--- src/rtl/zion_bc_skid_pkg.sv ---
// Shared types and encodings for the two-entry skid buffer and its register stages.
package zion_bc_skid_pkg;

  localparam logic [1:0] EncEmpty = 2'd0;
  localparam logic [1:0] EncOne   = 2'd1;
  localparam logic [1:0] EncFull  = 2'd2;

  typedef enum logic [1:0] {
    EMPTY = EncEmpty,
    ONE   = EncOne,
    FULL  = EncFull
  } skid_state_t;

  // Reset configuration codes understood by ZionBasicCircuitLib_ClrEnRcDff.
  localparam int unsigned RstCfgAsyncLow  = 0;
  localparam int unsigned RstCfgAsyncHigh = 1;
  localparam int unsigned RstCfgSyncLow   = 2;
  localparam int unsigned RstCfgSyncHigh  = 3;

endpackage

--- src/rtl/ZionBasicCircuitLib_ClrEnRcDff.sv ---
// Data register with selectable reset style, synchronous clear and load enable.
// Priority: reset > clear > enable; reset and clear both load INI_DATA.
module ZionBasicCircuitLib_ClrEnRcDff
  import zion_bc_skid_pkg::*;
#(
  parameter int unsigned       WIDTH    = 32,
  parameter int unsigned       RST_CFG  = RstCfgSyncHigh,
  parameter logic [WIDTH-1:0]  INI_DATA = WIDTH'(1)
) (
  input  logic             clk,
  input  logic             rst,
  input  logic             iClr,
  input  logic             iEn,
  input  logic [WIDTH-1:0] iDat,
  output logic [WIDTH-1:0] oDat
);

  logic [WIDTH-1:0] datD;
  logic [WIDTH-1:0] datQ;

  always_comb begin
    datD = datQ;
    if (iClr) begin
      datD = INI_DATA;
    end else if (iEn) begin
      datD = iDat;
    end
  end

  generate
    if (RST_CFG == RstCfgAsyncLow) begin : gAsyncLow
      always_ff @(posedge clk or negedge rst) begin
        if (!rst) datQ <= INI_DATA;
        else      datQ <= datD;
      end
    end else if (RST_CFG == RstCfgAsyncHigh) begin : gAsyncHigh
      always_ff @(posedge clk or posedge rst) begin
        if (rst) datQ <= INI_DATA;
        else     datQ <= datD;
      end
    end else if (RST_CFG == RstCfgSyncLow) begin : gSyncLow
      always_ff @(posedge clk) begin
        if (!rst) datQ <= INI_DATA;
        else      datQ <= datD;
      end
    end else begin : gSyncHigh
      always_ff @(posedge clk) begin
        if (rst) datQ <= INI_DATA;
        else     datQ <= datD;
      end
    end
  endgenerate

  assign oDat = datQ;

endmodule

--- src/rtl/zion_bc_skid_buffer.sv ---
// Two-entry valid/ready register slice; all outputs registered, no iRdy->oRdy path.
// Main register drives oDat, skid register absorbs one beat under back-pressure.
module zion_bc_skid_buffer
  import zion_bc_skid_pkg::*;
#(
  parameter int unsigned          WIDTH_IN  = 32,
  parameter int unsigned          WIDTH_OUT = 32,
  parameter logic [WIDTH_OUT-1:0] INI_DATA  = WIDTH_OUT'(1)
) (
  input  logic                 clk,
  input  logic                 rst,
  input  logic                 iClr,
  input  logic                 iVld,
  input  logic [WIDTH_IN-1:0]  iDat,
  output logic                 oRdy,
  output logic                 oVld,
  output logic [WIDTH_OUT-1:0] oDat,
  input  logic                 iRdy
);

  skid_state_t          stateQ, stateD;
  logic                 vldQ, vldD;
  logic                 rdyQ, rdyD;
  logic                 accept, pop;
  logic                 loadMain, loadSkid, selSkid;
  logic [WIDTH_OUT-1:0] datIn;
  logic [WIDTH_OUT-1:0] mainD;
  logic [WIDTH_OUT-1:0] skidDat;

  // Zero-extend or keep the LSBs of the upstream word.
  generate
    if (WIDTH_OUT > WIDTH_IN) begin : gExtend
      assign datIn = {{(WIDTH_OUT - WIDTH_IN){1'b0}}, iDat};
    end else if (WIDTH_OUT < WIDTH_IN) begin : gTruncate
      logic unusedHi;
      assign unusedHi = ^iDat[WIDTH_IN-1:WIDTH_OUT];
      assign datIn    = iDat[WIDTH_OUT-1:0];
    end else begin : gPass
      assign datIn = iDat;
    end
  endgenerate

  assign accept = iVld & rdyQ;
  assign pop    = vldQ & iRdy;

  always_comb begin
    stateD   = stateQ;
    loadMain = 1'b0;
    loadSkid = 1'b0;
    selSkid  = 1'b0;
    unique case (stateQ)
      EMPTY: begin
        if (accept) begin
          stateD   = ONE;
          loadMain = 1'b1;
        end
      end
      ONE: begin
        if (accept && pop) begin
          loadMain = 1'b1;
        end else if (accept) begin
          stateD   = FULL;
          loadSkid = 1'b1;
        end else if (pop) begin
          stateD = EMPTY;
        end
      end
      FULL: begin
        if (pop) begin
          stateD   = ONE;
          loadMain = 1'b1;
          selSkid  = 1'b1;
        end
      end
      default: stateD = EMPTY;
    endcase
    // Clear discards any accepted beat; the data registers handle their own clear.
    if (iClr) begin
      stateD = EMPTY;
    end
    vldD = (stateD != EMPTY);
    rdyD = (stateD != FULL);
  end

  always_ff @(posedge clk) begin
    if (rst) begin
      stateQ <= EMPTY;
      vldQ   <= 1'b0;
      rdyQ   <= 1'b0;
    end else begin
      stateQ <= stateD;
      vldQ   <= vldD;
      rdyQ   <= rdyD;
    end
  end

  assign mainD = selSkid ? skidDat : datIn;

  ZionBasicCircuitLib_ClrEnRcDff #(
    .WIDTH    (WIDTH_OUT),
    .RST_CFG  (RstCfgSyncHigh),
    .INI_DATA (INI_DATA)
  ) uMainDff (
    .clk  (clk),
    .rst  (rst),
    .iClr (iClr),
    .iEn  (loadMain),
    .iDat (mainD),
    .oDat (oDat)
  );

  ZionBasicCircuitLib_ClrEnRcDff #(
    .WIDTH    (WIDTH_OUT),
    .RST_CFG  (RstCfgSyncHigh),
    .INI_DATA (INI_DATA)
  ) uSkidDff (
    .clk  (clk),
    .rst  (rst),
    .iClr (iClr),
    .iEn  (loadSkid),
    .iDat (datIn),
    .oDat (skidDat)
  );

  assign oVld = vldQ;
  assign oRdy = rdyQ;

endmodule

--- config.mk ---
export PLATFORM = sky130hd
export DESIGN_NAME = zion_bc_skid_buffer
export DESIGN_NICKNAME = d
export VERILOG_FILES = /design/src/rtl/zion_bc_skid_pkg.sv /design/src/rtl/ZionBasicCircuitLib_ClrEnRcDff.sv /design/src/rtl/zion_bc_skid_buffer.sv
export SDC_FILE = /design/constraint.sdc
export NUM_CORES = 1
export LEC_CHECK = 0
export BUFFER_PORTS_ARGS = -buffer_cell sky130_fd_sc_hd__clkbuf_2
export CAP_MARGIN = 20
export CORE_MARGIN = 8
export CORE_UTILIZATION = 57
export CTS_CLUSTER_SIZE = 28
export DETAILED_ROUTE_END_ITERATION = 10
export GPL_ROUTABILITY_DRIVEN = 0
export GPL_TIMING_DRIVEN = 0
export PLACE_DENSITY = 0.86
export SYNTH_ARGS = -nofsm -noshare
export SYNTH_HDL_FRONTEND = slang
export SYNTH_SLANG_ARGS = --single-unit
--- constraint.sdc ---
create_clock -name clk -period 1.9 [get_ports clk]
set_clock_uncertainty 0.05 [all_clocks]
set_input_delay 0 -clock clk [delete_from_list [all_inputs] [get_ports clk]]
set_output_delay 0 -clock clk [all_outputs]
set_load 0.05 [all_outputs]
### Yosys cells after proc, flatten, opt, wreduce, memory -nomap -nowiden

Index checks and enable logic that the tools add are counted.

| operators by class | value |
|---|---|
| add/subtract/negate cells | 0 |
| $mul | 0 |
| divide/modulo/power cells | 0 |
| $lt $le $gt $ge | 0 |
| eq/ne operators | 3 |
| shift-type cells | 0 |
| mux-type cells | 15 |
| bitwise logic cells | 2 |
| reduce and logical (&&, ||, !) cells | 4 |

Operators with widths:

| kind | number |
|---|---|
| 32-bit two-way mux | 1 |
| 2-bit two-way mux | 6 |
| 1-bit two-way mux | 6 |
| 2-bit case mux with 3 select lines | 1 |
| 1-bit case mux with 3 select lines | 1 |
| 1-bit bitwise AND | 2 |
| 2-bit by 1-bit equality test with 1-bit output (second input constant) | 1 |
| 2-bit equality test (second input constant) | 1 |
| 2-bit zero test | 1 |
| 2-bit inequality test (second input constant) | 1 |
| 2-bit nonzero test | 1 |
| 2-bit OR reduction | 1 |
| 1-bit logical AND | 1 |

| storage, ports and cells | value |
|---|---|
| register bits | 68 |
| latch bits | 0 |
| memory bits (writable) | 0 |
| ROM bits | 0 |
| input port bits | 37 |
| output and inout bits | 34 |
| word-level logic and storage cells | 29 |
| memories kept | 0 |

### Longest topological paths before layout

| logic depth | value |
|---|---|
| word-level depth | 7 |
| mapped depth | 5 |
| gate-level depth less buffers | 3 |

### By module

From an unflattened synthesis, not the netlist that was laid out.

| unflattened totals | value |
|---|---|
| cells, all modules | 267 |
| area, all modules | 3040.4 µm² |

Modules (own cells, without submodules):

| module | instances | cells each | area each (µm²) | sequential area each (µm²) |
|---|---|---|---|---|
| ZionBasicCircuitLib_ClrEnRcDff | 2 | 105 | 1163.6 | 640.6 |
| zion_bc_skid_buffer | 1 | 57 | 713.2 | 80.1 |

### Worst setup path after synthesis

OpenSTA, ideal clock, no wires.

| timing | value |
|---|---|
| kind | reg2reg |
| start | register vldQ, in the netlist oVld |
| end | register uMainDff.datQ[10], in the netlist uMainDff.oDat[10] |
| library setup time | 0.079 ns |
| arrival | 1.523 ns |
| required time | 1.771 ns |
| slack | 0.248 ns |
| stages on the path, launching flop included | 6 |
| path buffers | 2 |
| clock period less this slack | 1.652 ns |
| cell sequence | dfxtp_1 and4b_1 buf_2 buf_4 nor2_1 a211oi_2 |

| between the ends | value |
|---|---|
| longest elaborated chain between the ends | 4 |
| elaborated cells between the ends (all ways) | 7 |
| classes of those cells | mux: 5; bitwise: 1; reduce/logical: 1 |

RTL lines:

| element | line | source |
|---|---|---|
| start: declaration | zion_bc_skid_buffer.sv:22 | `logic vldQ, vldD;` |
| start signal: assignment | zion_bc_skid_buffer.sv:92 | `vldQ <= vldD;` |
| 1-bit bitwise AND (*) | zion_bc_skid_buffer.sv:44 | `assign pop = vldQ & iRdy;` |
| 1-bit logical AND or 1-bit two-way mux (tied branches) | zion_bc_skid_buffer.sv:59, zion_bc_skid_buffer.sv:69 |  |
| 1-bit two-way mux (on tied branches) | zion_bc_skid_buffer.sv:59, zion_bc_skid_buffer.sv:51 |  |
| 1-bit case mux with 3 select lines or 32-bit two-way mux (tied branches) | zion_bc_skid_buffer.sv:51, zion_bc_skid_buffer.sv:97 |  |
| end signal: assignment | ZionBasicCircuitLib_ClrEnRcDff.sv:49 | `else datQ <= datD;` |
| end: declaration | ZionBasicCircuitLib_ClrEnRcDff.sv:19 | `logic [WIDTH-1:0] datQ;` |

Every way passes the cells marked *; elsewhere a longest branch is shown, timed or not.
A chain may end at the register's enable or synchronous reset.

### Worst setup path after layout

| timing | value |
|---|---|
| start | register stateQ[1] |
| end | register rdyQ, in the netlist oRdy |

| between the ends | value |
|---|---|
| longest elaborated chain between the ends | 6 |
| elaborated cells between the ends (all ways) | 11 |
| classes of those cells | eq/ne: 3; mux: 7; reduce/logical: 1 |

RTL lines:

| element | line | source |
|---|---|---|
| start: declaration | zion_bc_skid_buffer.sv:21 | `skid_state_t stateQ, stateD;` |
| start signal: assignment | zion_bc_skid_buffer.sv:91 | `stateQ <= stateD;` |
| 2-bit two-way mux | zion_bc_skid_buffer.sv:64 | `end else if (pop) begin` |
| 2-bit two-way mux | zion_bc_skid_buffer.sv:61 | `end else if (accept) begin` |
| 2-bit two-way mux | zion_bc_skid_buffer.sv:59 | `if (accept && pop) begin` |
| 2-bit case mux with 3 select lines (*) | zion_bc_skid_buffer.sv:51 | `unique case (stateQ)` |
| 2-bit two-way mux (*) | zion_bc_skid_buffer.sv:78 | `if (iClr) begin` |
| 2-bit inequality test (*) | zion_bc_skid_buffer.sv:82 | `rdyD = (stateD != FULL);` |
| end signal: assignment | zion_bc_skid_buffer.sv:93 | `rdyQ <= rdyD;` |
| end: declaration | zion_bc_skid_buffer.sv:23 | `logic rdyQ, rdyD;` |

Marked as above.

==> run_results.csv <==
group,metric,value,unit
run_status,outcome,"finished, final reports clean",
worst_setup_path,start_kind,"register",
clock_network,cts_setup_buffers,0,
synth,avgSynthCellArea,8.63,sq um
placed_design,post-place-cells,492,
clock_network,clk_path_buf_depth,2,
timing,finalCritPeriodShare,0.969,
worst_setup_path,r2r_slack,0.06,ns
detailed_routing,routed_wl,9270,microns
detailed_routing,final_antenna_net_count,0,
floorplanning,rows,26,
power,powerDensity,723,nW/um^2
synth,yosysSeqAreaShare,0.448,
synth,synth_xor_area_frac,0,
synth,ys.warnings.count,0,
clock_network,cts.sinks,68,
power,p_comb_frac,0.148,
power,clkPwrFrac,0.340,
power,p_seq_frac,0.512,
timing,finalWorstSetupSlack,0.0598,ns
layout,num_antenna_cells,0,
power,netSwitchingPower,802,uW
worst_setup_path,arrival,2.01,ns
placed_design,numPortBuffers,70,
placed_design,hpwl,5790,microns
synth,synth_compound_area_frac,0.299,
min_path,hold_path_class,"in2reg",
grt,grt_overflow,0,
synth,ys_top_cells_by_area,"dfxtp_1, a211oi_2, o21ai_0",
synth,synth_edf_count,0,
power,p_sw_frac,0.279,
power,p_int,2070,uW
layout,final_cell_mix,"clkbuf_2, dfxtp_1, o21ai_0",
synth,postSynth.asyncResetShare,0,
timing,final_max_slew_viol_count,0,
clock_network,cts_made_buffers,9,
synth,synth_top_family_by_area,"compound AO/OA/AOI/OAI gates",
detailed_routing,vias,3246,
timing,worstMarginPinSlew,0.519,ns
grt,track_usage,0.237,
layout,instances_no_fill,541,
clock_network,clock-root-buffer,"clkbuf_8",
layout,final_layout_size_suffix_gt1_frac,0.291,
synth,syn_inst,352,
synth,synth_adder_area_share,0,
synth,synthesis.nets,389,
floorplanning,die_w,89.0,microns
timing,fmaxAchievable,543,MHz
detailed_routing,avgViaCountPerCell,6.00,
grt,grt_pass1_vias,3053,
worst_setup_path,cp.required,2.07,ns
layout,final_common_cell,"clkbuf_2",
timing,period_minus_slack,1.84,ns
clock_network,cts_tree,"done",
worst_setup_path,crit_fanout,8,
layout,fin_nets,504,
worst_setup_path,path_class,"reg2reg",
power,ir_worst_vdd,567,uV
clock_network,path_clk_slew,0.07,ns
timing,slew_headroom,0.654,
synth,yosysTopAreaCellShare,0.448,
synth,synthesis.area,3040,sq um
detailed_routing,initialDrtViolationCount,418,
floorplanning,io_pins,71,
floorplanning,die_y,89.0,microns
floorplanning,core-area,5140,sq um
floorplanning,initial_utilization,0.591,
placed_design,place_ws,0.335,ns
synth,synth_flop_cell,"dfxtp_1",
run,cap_violations,0,
detailed_routing,drc_errors,0,
floorplanning,die_area,7920,sq um
power,leakagePower,0.00145,uW
synth,synth-simple-area-share,0.183,
detailed_routing,routedWlPerCell,17.1,microns
timing,hold_viol_final,0,
synth,synthDistinctLibCells,28,
grt,grt_pass1_wl,14600,microns
synth,synthMuxAreaShare,0,
clock_network,h-tree-depth,3,
worst_setup_path,crit_path_end_kind,"register",
grt,antenna_found_initial,0,
synth,yosys.area.top_type,"dfxtp_1",
detailed_routing,drtPass1Iterations,5,
synth,ys_seq_elements,68,
timing,finalSetupViolCount,0,
grt,grt_max_degree,11,
layout,area_growth,30.9,%
clock_network,clock_latency,0.34,ns
==> cell type report <==
type | count | area (sq um)
plain buffers | 37 | 199
inverters | 2 | 7.51
repair buffers | 105 | 701
multi-input cells | 244 | 1460
flip-flops and latches | 68 | 1370
clock buffers | 12 | 135
clock inverters | 3 | 15.0
well taps | 70 | 87.6
fillers | 369 | 1160
==> metrics by stage <==
| stage | total power, uW | util | cell area, sq um | hold WS [ns] | TNS [ns] |
|---|---|---|---|---|---|
| 2_1_floorplan | 1740 | - | 3040 | 0.0862 | 0 |
| 3_3_place_gp | 1860 | 0.676 | 3470 | 0.204 | 0 |
| 3_5_place_dp | 1860 | 0.676 | 3470 | 0.209 | 0 |
| 4_1_cts | 2860 | 0.773 | 3980 | 0.0431 | 0 |
| 5_1_grt | 2980 | 0.773 | 3980 | 0.0829 | -0.00393 |
| 6_report | 2870 | 0.773 | 3980 | 0.0538 | 0 |
==> sequential cells by signal (all words and copies together) (netlist names) <==
| signal | cells |
|---|---|
| oVld | 1 |
| uSkidDff.oDat | 32 |
| stateQ | 2 |
| oRdy | 1 |
| uMainDff.oDat | 32 |
==> power groups by stage <==
stage / sequential, uW / clock, uW / combinational [uW]
after floorplan: 1590 / 0 / 154
after global placement: 1500 / 0 / 354
after detailed placement: 1500 / 0 / 359
after CTS: 1470 / 969 / 416
after global routing: 1470 / 1050 / 453
final: 1470 / 976 / 426
==> worst paths after layout <==
check / end / from / cells past startpoint
setup / recovery: oRdy$_SDFF_PP0_ / stateQ[1]$_SDFF_PP0_ / 5
setup reg to reg: oRdy$_SDFF_PP0_ / stateQ[1]$_SDFF_PP0_ / 5
hold reg to reg: uSkidDff.oDat[18]$_SDFFE_PP0P_ / uSkidDff.oDat[18]$_SDFFE_PP0P_ / 2
hold / removal: stateQ[0]$_SDFF_PP0_ / iVld / 4
==> synthesized netlist by cell type (2+ instances only) <==
library cell	instances
clkbuf_2	2
buf_4	2
nand3_1	33
o21ai_0	63
nor3_1	34
buf_2	11
inv_1	2
dfxtp_1	68
nand2_1	3
nand4b_1	2
a211oi_2	29
nor2_1	32
and4b_1	2
clkbuf_1	17
a211oi_1	3
buf_6	5
a21oi_1	33
==> what timing repair did <==
item	4_1_cts	5_1_grt
hold buffers	35	0
gates resized for setup	0	4
hold endpoints to repair	63	0
setup endpoints to repair	0	1
==> cell families (layout without fill, tap and decap cells) <==
group,Yosys count,after routing
compound gates,132,132
buf+inv,40,159
flops,68,68
simple gates,112,112
==> per-layer routing <==
metal,up-vias,wire length [microns],track usage
li1,1505,-,-
met1,1510,3600,0.286
met2,199,4500,0.392
met3,32,884,0.0551
met4,0,292,0.106
met5,-,0,0
==> worst max-delay path, cell delays in order (launching register included) <==
cell           delay, ns
dfxtp_2             0.36
and4b_1             0.24
buf_2               0.17
a21oi_1             0.08
o31a_1              0.26
dlygate4sd3_1       0.56
No activity file was read; power rests on OpenSTA's default activity.
